==> src/rtl/banked_memory.sv <==
// banked_memory: single-write / single-read storage array with per-byte
// write enables, a registered read with a valid strobe, write-first
// forwarding on same-address collisions, and a post-reset zeroing sweep.
//
// Handshake: requests have no ready/backpressure. A request is accepted on a
// rising edge when busy=0 and reset=0. An accepted read produces exactly one
// data_valid=1 cycle on the following edge, and data_out carries the result.
// While busy=1 every request is dropped.
module banked_memory #(
   parameter int MEMORY_DATA_WIDTH    = 256,
   parameter int MEMORY_ADDRESS_WIDTH = 2,
   parameter bit CLEAR_ON_RESET       = 1'b1
) (
   input  logic                              clk,
   input  logic                              reset,
   input  logic                              write,
   input  logic [MEMORY_ADDRESS_WIDTH-1:0]   addr_in,
   input  logic [MEMORY_DATA_WIDTH-1:0]      data_in,
   input  logic [MEMORY_DATA_WIDTH/8-1:0]    byte_en,
   input  logic                              read,
   input  logic [MEMORY_ADDRESS_WIDTH-1:0]   addr_out,
   output logic [MEMORY_DATA_WIDTH-1:0]      data_out,
   output logic                              data_valid,
   output logic                              busy,
   output logic                              o_dbg_state
);

   localparam int DEPTH  = 1 << MEMORY_ADDRESS_WIDTH;
   localparam int NBYTES = MEMORY_DATA_WIDTH / 8;
   localparam logic [MEMORY_ADDRESS_WIDTH-1:0] LAST_IDX =
      MEMORY_ADDRESS_WIDTH'(DEPTH - 1);

   typedef enum logic {
      ST_CLEAR = 1'b0,
      ST_READY = 1'b1
   } state_t;

   state_t                            r_state;
   state_t                            w_state_next;
   logic [MEMORY_ADDRESS_WIDTH-1:0]   r_clear_cnt;
   logic [MEMORY_DATA_WIDTH-1:0]      r_mem [DEPTH];
   logic [MEMORY_DATA_WIDTH-1:0]      r_data_out;
   logic                              r_data_valid;

   logic [MEMORY_DATA_WIDTH-1:0]      w_merged;
   logic                              w_ready;
   logic                              w_clear_we;
   logic                              w_wr_en;
   logic                              w_rd_en;
   logic                              w_collide;

   assign w_ready    = (r_state == ST_READY);
   assign w_clear_we = !reset && (r_state == ST_CLEAR);
   assign w_wr_en    = !reset && w_ready && write;
   assign w_rd_en    = !reset && w_ready && read;
   assign w_collide  = write && (addr_in == addr_out);

   // Byte-lane merge of incoming data over the currently stored word.
   always_comb begin
      w_merged = r_mem[addr_in];
      for (int i = 0; i < NBYTES; i++) begin
         if (byte_en[i]) begin
            w_merged[8*i +: 8] = data_in[8*i +: 8];
         end
      end
   end

   // State register and clear counter; reset restarts the sweep from entry 0.
   always_ff @(posedge clk) begin
      if (reset) begin
         r_state     <= CLEAR_ON_RESET ? ST_CLEAR : ST_READY;
         r_clear_cnt <= '0;
      end else begin
         r_state <= w_state_next;
         if (r_state == ST_CLEAR) begin
            r_clear_cnt <= r_clear_cnt + MEMORY_ADDRESS_WIDTH'(1);
         end
      end
   end

   // Next-state: leave CLEAR once the last entry has been zeroed.
   always_comb begin
      w_state_next = r_state;
      case (r_state)
         ST_CLEAR: if (r_clear_cnt == LAST_IDX) w_state_next = ST_READY;
         ST_READY: w_state_next = ST_READY;
         default:  w_state_next = ST_READY;
      endcase
   end

   // Array update: sweep zeroing or merged user write (mutually exclusive).
   always_ff @(posedge clk) begin
      if (w_clear_we) begin
         r_mem[r_clear_cnt] <= '0;
      end else if (w_wr_en) begin
         r_mem[addr_in] <= w_merged;
      end
   end

   // Registered read; a same-address write forwards its merged word.
   always_ff @(posedge clk) begin
      if (reset) begin
         r_data_out   <= '0;
         r_data_valid <= 1'b0;
      end else begin
         r_data_valid <= w_rd_en;
         if (w_rd_en) begin
            r_data_out <= w_collide ? w_merged : r_mem[addr_out];
         end
      end
   end

   assign data_out    = r_data_out;
   assign data_valid  = r_data_valid;
   assign busy        = (r_state == ST_CLEAR);
   assign o_dbg_state = r_state;

endmodule

==> config.mk <==
export PLATFORM = sky130hd
export DESIGN_NAME = banked_memory
export DESIGN_NICKNAME = d
export VERILOG_FILES = /design/src/rtl/banked_memory.sv
export SDC_FILE = /design/constraint.sdc
export NUM_CORES = 2
export LEC_CHECK = 0
export CORE_ASPECT_RATIO = 1.75
export CORE_MARGIN = 2
export CORE_UTILIZATION = 28
export DETAILED_ROUTE_END_ITERATION = 8
export PLACE_DENSITY_LB_ADDON = 0.12
export SLEW_MARGIN = 20
export SYNTH_ARGS = -nofsm -noshare
export SYNTH_HDL_FRONTEND = slang
export SYNTH_SLANG_ARGS = --single-unit
==> constraint.sdc <==
create_clock -name clk -period 18.35 [get_ports clk]
set_input_delay 3.67 -clock clk [delete_from_list [all_inputs] [get_ports clk]]
set_output_delay 3.67 -clock clk [all_outputs]
set_load 0.01 [all_outputs]
# Word level (Yosys, flattened, before mapping)
# Memory sizes are Yosys's and may differ from the RTL's. A register that Yosys moved wholly into a read port is not among the register bits.
# Index checks and enable logic that the tools add are counted.
# classes
addsub	1
eq_ne	1
muxes	42
n_bitwise	1
n_reduce_logical	6
# op_table
cell	n
256-bit two-way mux	1
8-bit two-way mux	32
256-bit OR reduction	1
1-bit two-way mux	7
1-bit logical AND	4
2-bit by 1-bit adder with 2-bit output, second input constant	1
2-bit equality test, second input constant	1
2-bit two-way mux	1
1-bit case mux with 2 select lines	1
1-bit zero test	1
1-bit inverter	1
# word_totals
register_bits	4
ram_bits	1024
input_bits	296
output_inout_bits	259
wordCells	55
n_memories	1
# mem_list
name	words	width	read_ports	rd_clocked_by_memory_dff	wr	line_no	source
r_mem	4	256	2	1	1	41	logic [MEMORY_DATA_WIDTH-1:0] r_mem [DEPTH];

# Longest topological paths before layout
# logic_depth
depth_word	8
ltp_mapped	8
depth_no_buf	4

# Worst setup path after synthesis
# No wires, ideal clock.
# synth_timing
kind	input port to flip-flop
start	input port addr_in[0]
end	memory r_mem[2][0] (enable)
setup_ns	0.905
t_arrival_ns	15.631
required_ns	17.445
path_slack_ns	1.813
stages	6
n_path_buf	3
cell_sequence	buf_2 > buf_6 > buf_6 > nand3b_1 > a21oi_1 > nor2b_1
# synth_between
elab_chain_cells	1
# synth_lines
element	line_no	source
start: declaration	17	input logic [MEMORY_ADDRESS_WIDTH-1:0] addr_in,
2-bit two-way mux (no line)	n/a	
end: declaration	41	
# No other way between the ends.

# Worst setup path in the final report
# layout_timing
start	input port reset
end	memory r_mem[1][58] (enable)
# layout_between
elab_chain_cells	8
word_cells_on_any_way	12
classes_between	mux: 7; reduce/logical: 5
# layout_lines
element	line_no	source
start: declaration	15	input logic reset,
1-bit zero test (*)	53, 54	
1-bit logical AND (2 in series)	54	assign w_wr_en = !reset && w_ready && write;
1-bit two-way mux	95	end else if (w_wr_en) begin
1-bit two-way mux	93	if (w_clear_we) begin
1-bit two-way mux (implied by the code)	96	r_mem[addr_in] <= w_merged;
256-bit OR reduction (no line)	n/a	
2-bit two-way mux (no line) / 1-bit two-way mux (equally long branches)	n/a	
# Mark *: on every way between the ends. The rest lies on a longest branch, timed or not.

==> flow_summary.toml <==
[grt]
grt_pass1_vias = 39100
grt_use_total = 0.182
grt_max_degree = 145
grt_pass1_wl_um = 291000
antenna_found_initial = 36
grt-ovfl-total = 0

[worst_setup_path]
cp-end-kind = "flip-flop"
critical-path-max-stage-delay_ns = 0.83
r2r_slack_ns = 12.89
reg2regPathDepth = 7
crit_path_start_kind = "input port"
critPathKind = "in -> reg"
cpMostUsedCell = "buf_4"
reg2reg_to = "r_mem[1][58]"
crit_arrival_ns = 8.98
crit_path_end = "r_mem[1][58]"
crit_chain = "clkdlybuf4s50_1 -> nand3b_4 -> buf_12 -> mux2i_1 -> and2_4 -> buf_4 -> buf_4 -> buf_4"
crit_fanout = 120
slowest_stage = "buf_4"
crit_required_ns = 18.74
startpoint = "reset"
r2r-start = "o_dbg_state"

[synth]
synth-simple-area-share = 0.0451
synth_top_area_cell = "edfxtp_1"
synthXorXnorAreaFrac = 0.000292
yosysUniqueCellTypes = 33
synthesis.nets = 4014
synthCells = 3717
yosys_register_bits = 1284
syn_area_mm2 = 0.0600
synth_compound_area_frac = 0.0708
synth_top_family_by_area = "multiplexers"
synth_top_area_frac = 0.512
syn_area_per_cell_um2 = 16.1
synthMuxAreaShare = 0.240
synth_seq_area_share = 0.599
yosysWarnings = 0
ys_top_cells_by_area = "edfxtp_1, mux4_2, dfxtp_1"
synthAdderAreaFrac = 0.000208

[placement]
placed_cells = 6818
dp_hpwl_um = 117000
place_ws_ns = 8.74
io_buffers = 554
place.gp.congestion = 0.721

[cts]
cts_tree = "yes"
insertion_delay_ns = 0.78
cts_inserted_buffers = 144
cts.sinks = 1284
cts_resized = 0
cts.path.max_buffers = 4
postCtsSetupBuffers = 0
ctsHoldBuffers = 0
clkTransAtPathRegs_ns = 0.06
htreeDepth = 4
root_buffer = "clkbuf_16"

[timing]
post-route-worst-setup-slack_ns = 9.76
setup_viol_count_final = 0
fmax_mhz = 116
fin_crit_ns = 8.59
timing.hold.ws_ns = 0.478
period_share = 0.468
tightest_slew_ns = 1.41
hold_violations = 0
clock_skew_ns = 0.0400
drv_slew = 0
max_slew_margin = 0.0569
fin_tns_setup_ns = 0
rsz0062_at_grt = "no"

[status]
status = "completed"

[drt]
wirelength_um = 202000
drtIter0Drc = 2203
dr.pass1.iters = 7
antenna_left = 0
via_per_inst = 5.16
drc = 0
vias = 36500
wire_per_inst_um = 28.6

[power_and_ir_drop]
leakagePower_nw = 23.4
vdd_ir_drop_max_uv = 59.9
power_density_mw_per_mm2 = 98.8

[floorplanning]
initial_core_util = 0.282
ioPinCount = 555
core-area_mm2 = 0.213
die_height_um = 616
die_w_um = 354
rows = 224
dieArea_mm2 = 0.218

[layout]
syn_to_final_growth_pct = 21.3
fin_nets = 4436
drive_above_1_share = 0.250
fin_cells = 7084

[worst_hold_path]
hp-class = "reg -> reg"
worstHoldPathCells = 2

[run]
maxCapViolCount = 0
==> registers in the layout, summed over array words and instances (netlist names) <==
name / flops
r_clear_cnt: 2
r_mem: 1024
data_out: 256
o_dbg_state: 1
data_valid: 1
==> where the power goes <==
part           internal (mW)  switching, mW
Sequential              3.31         0.0715
Clock                   1.73           1.21
Combinational          0.372          0.490
Total                   5.42           1.78
==> worst min path at each step <==
stage	startpoint	endpoint
floorplan	r_clear_cnt[0]	r_clear_cnt[0]
global placement	data_out[248]	data_out[248]
detailed placement	data_out[247]	data_out[247]
CTS	data_out[140]	data_out[140]
global route	data_out[75]	data_out[75]
finish	data_out[178]	data_out[178]
==> cell usage after synthesis (all sizes together) <==
cell type	n
a21bo	1
nand2	259
nor2	4
buf	174
o211ai	256
o32ai	1
mux4	512
o21ai	1
and2	2
edfxtp	1024
nand3b	3
or2	1
dfxtp	260
nor2b	260
a21oi	4
a21boi	1
a41o	1
nand3	1
ha	1
mux2	256
clkbuf	174
inv	258
xor2	2
mux2i	2
nand4b	2
o2111ai	256
and3b	1
==> metal layers <==
layer	routed length [um]	vias up	GRT usage	part of all wire
met4	6180	42	0.0573	0.031
met1	84500	19400	0.232	0.42
met2	98500	1085	0.303	0.49
met3	13000	289	0.0430	0.064
li1	-	15700	-	-
met5	265	-	0	0.0013
==> cells in the final DEF (no fill, tap or decap), types with 3 or more instances in the layout <==
cell / netlist / final
nand2_1: 259 / 259
buf_4: 5 / 64
buf_12: 0 / 6
diode_2: 0 / 12
o211ai_1: 256 / 256
nor2_1: 3 / 3
clkdlybuf4s50_1: 0 / 549
mux2_2: 256 / 256
clkbuf_16: 0 / 148
edfxtp_1: 1024 / 1024
dfxtp_1: 260 / 260
clkinv_1: 0 / 15
nor2b_1: 260 / 258
mux4_2: 512 / 512
inv_6: 0 / 5
buf_8: 0 / 4
o2111ai_1: 256 / 256
clkinv_2: 0 / 20
a21oi_1: 4 / 3
clkbuf_1: 174 / 34
clkinvlp_4: 0 / 5
bufinv_16: 0 / 15
inv_1: 258 / 258
clkbuf_8: 0 / 10
==> critical path, delay by kind of cell <==
family / cells / cell delay, ns
and+or+nand+nor: 2 / 0.82
buffers and inverters: 5 / 3.62
muxes: 1 / 0.61
==> logic make-up after synthesis <==
group,Yosys count
xor+xnor,2
buf+inv,606
mux,770
flops,1284
simple gates,533
compound gates,521
fa+ha+maj,1
==> final cells by class <==
cell class                      instances  area, um2
Timing Repair Buffer                  624       6160
Inverter                              258        968
Fill cell                           20500     140000
Clock inverter                         62        713
Tap cell                             2825       3530
Antenna cell                           12       30.0
Sequential cell                      1284      36000
Clock buffer                          192       3970
Multi-Input combinational cell       1827      21500
==> metrics by stage <==
step                instance area (um2)  power (mW)   util
global placement                  68100        4.33  0.320
CTS                               72800        7.33  0.342
global route                      72800        7.46  0.342
floorplan                         60000        4.01      -
detailed placement                68100        4.33  0.320
finish                            72800        7.20  0.342
Note: power is estimated with default switching activity, not from simulation.
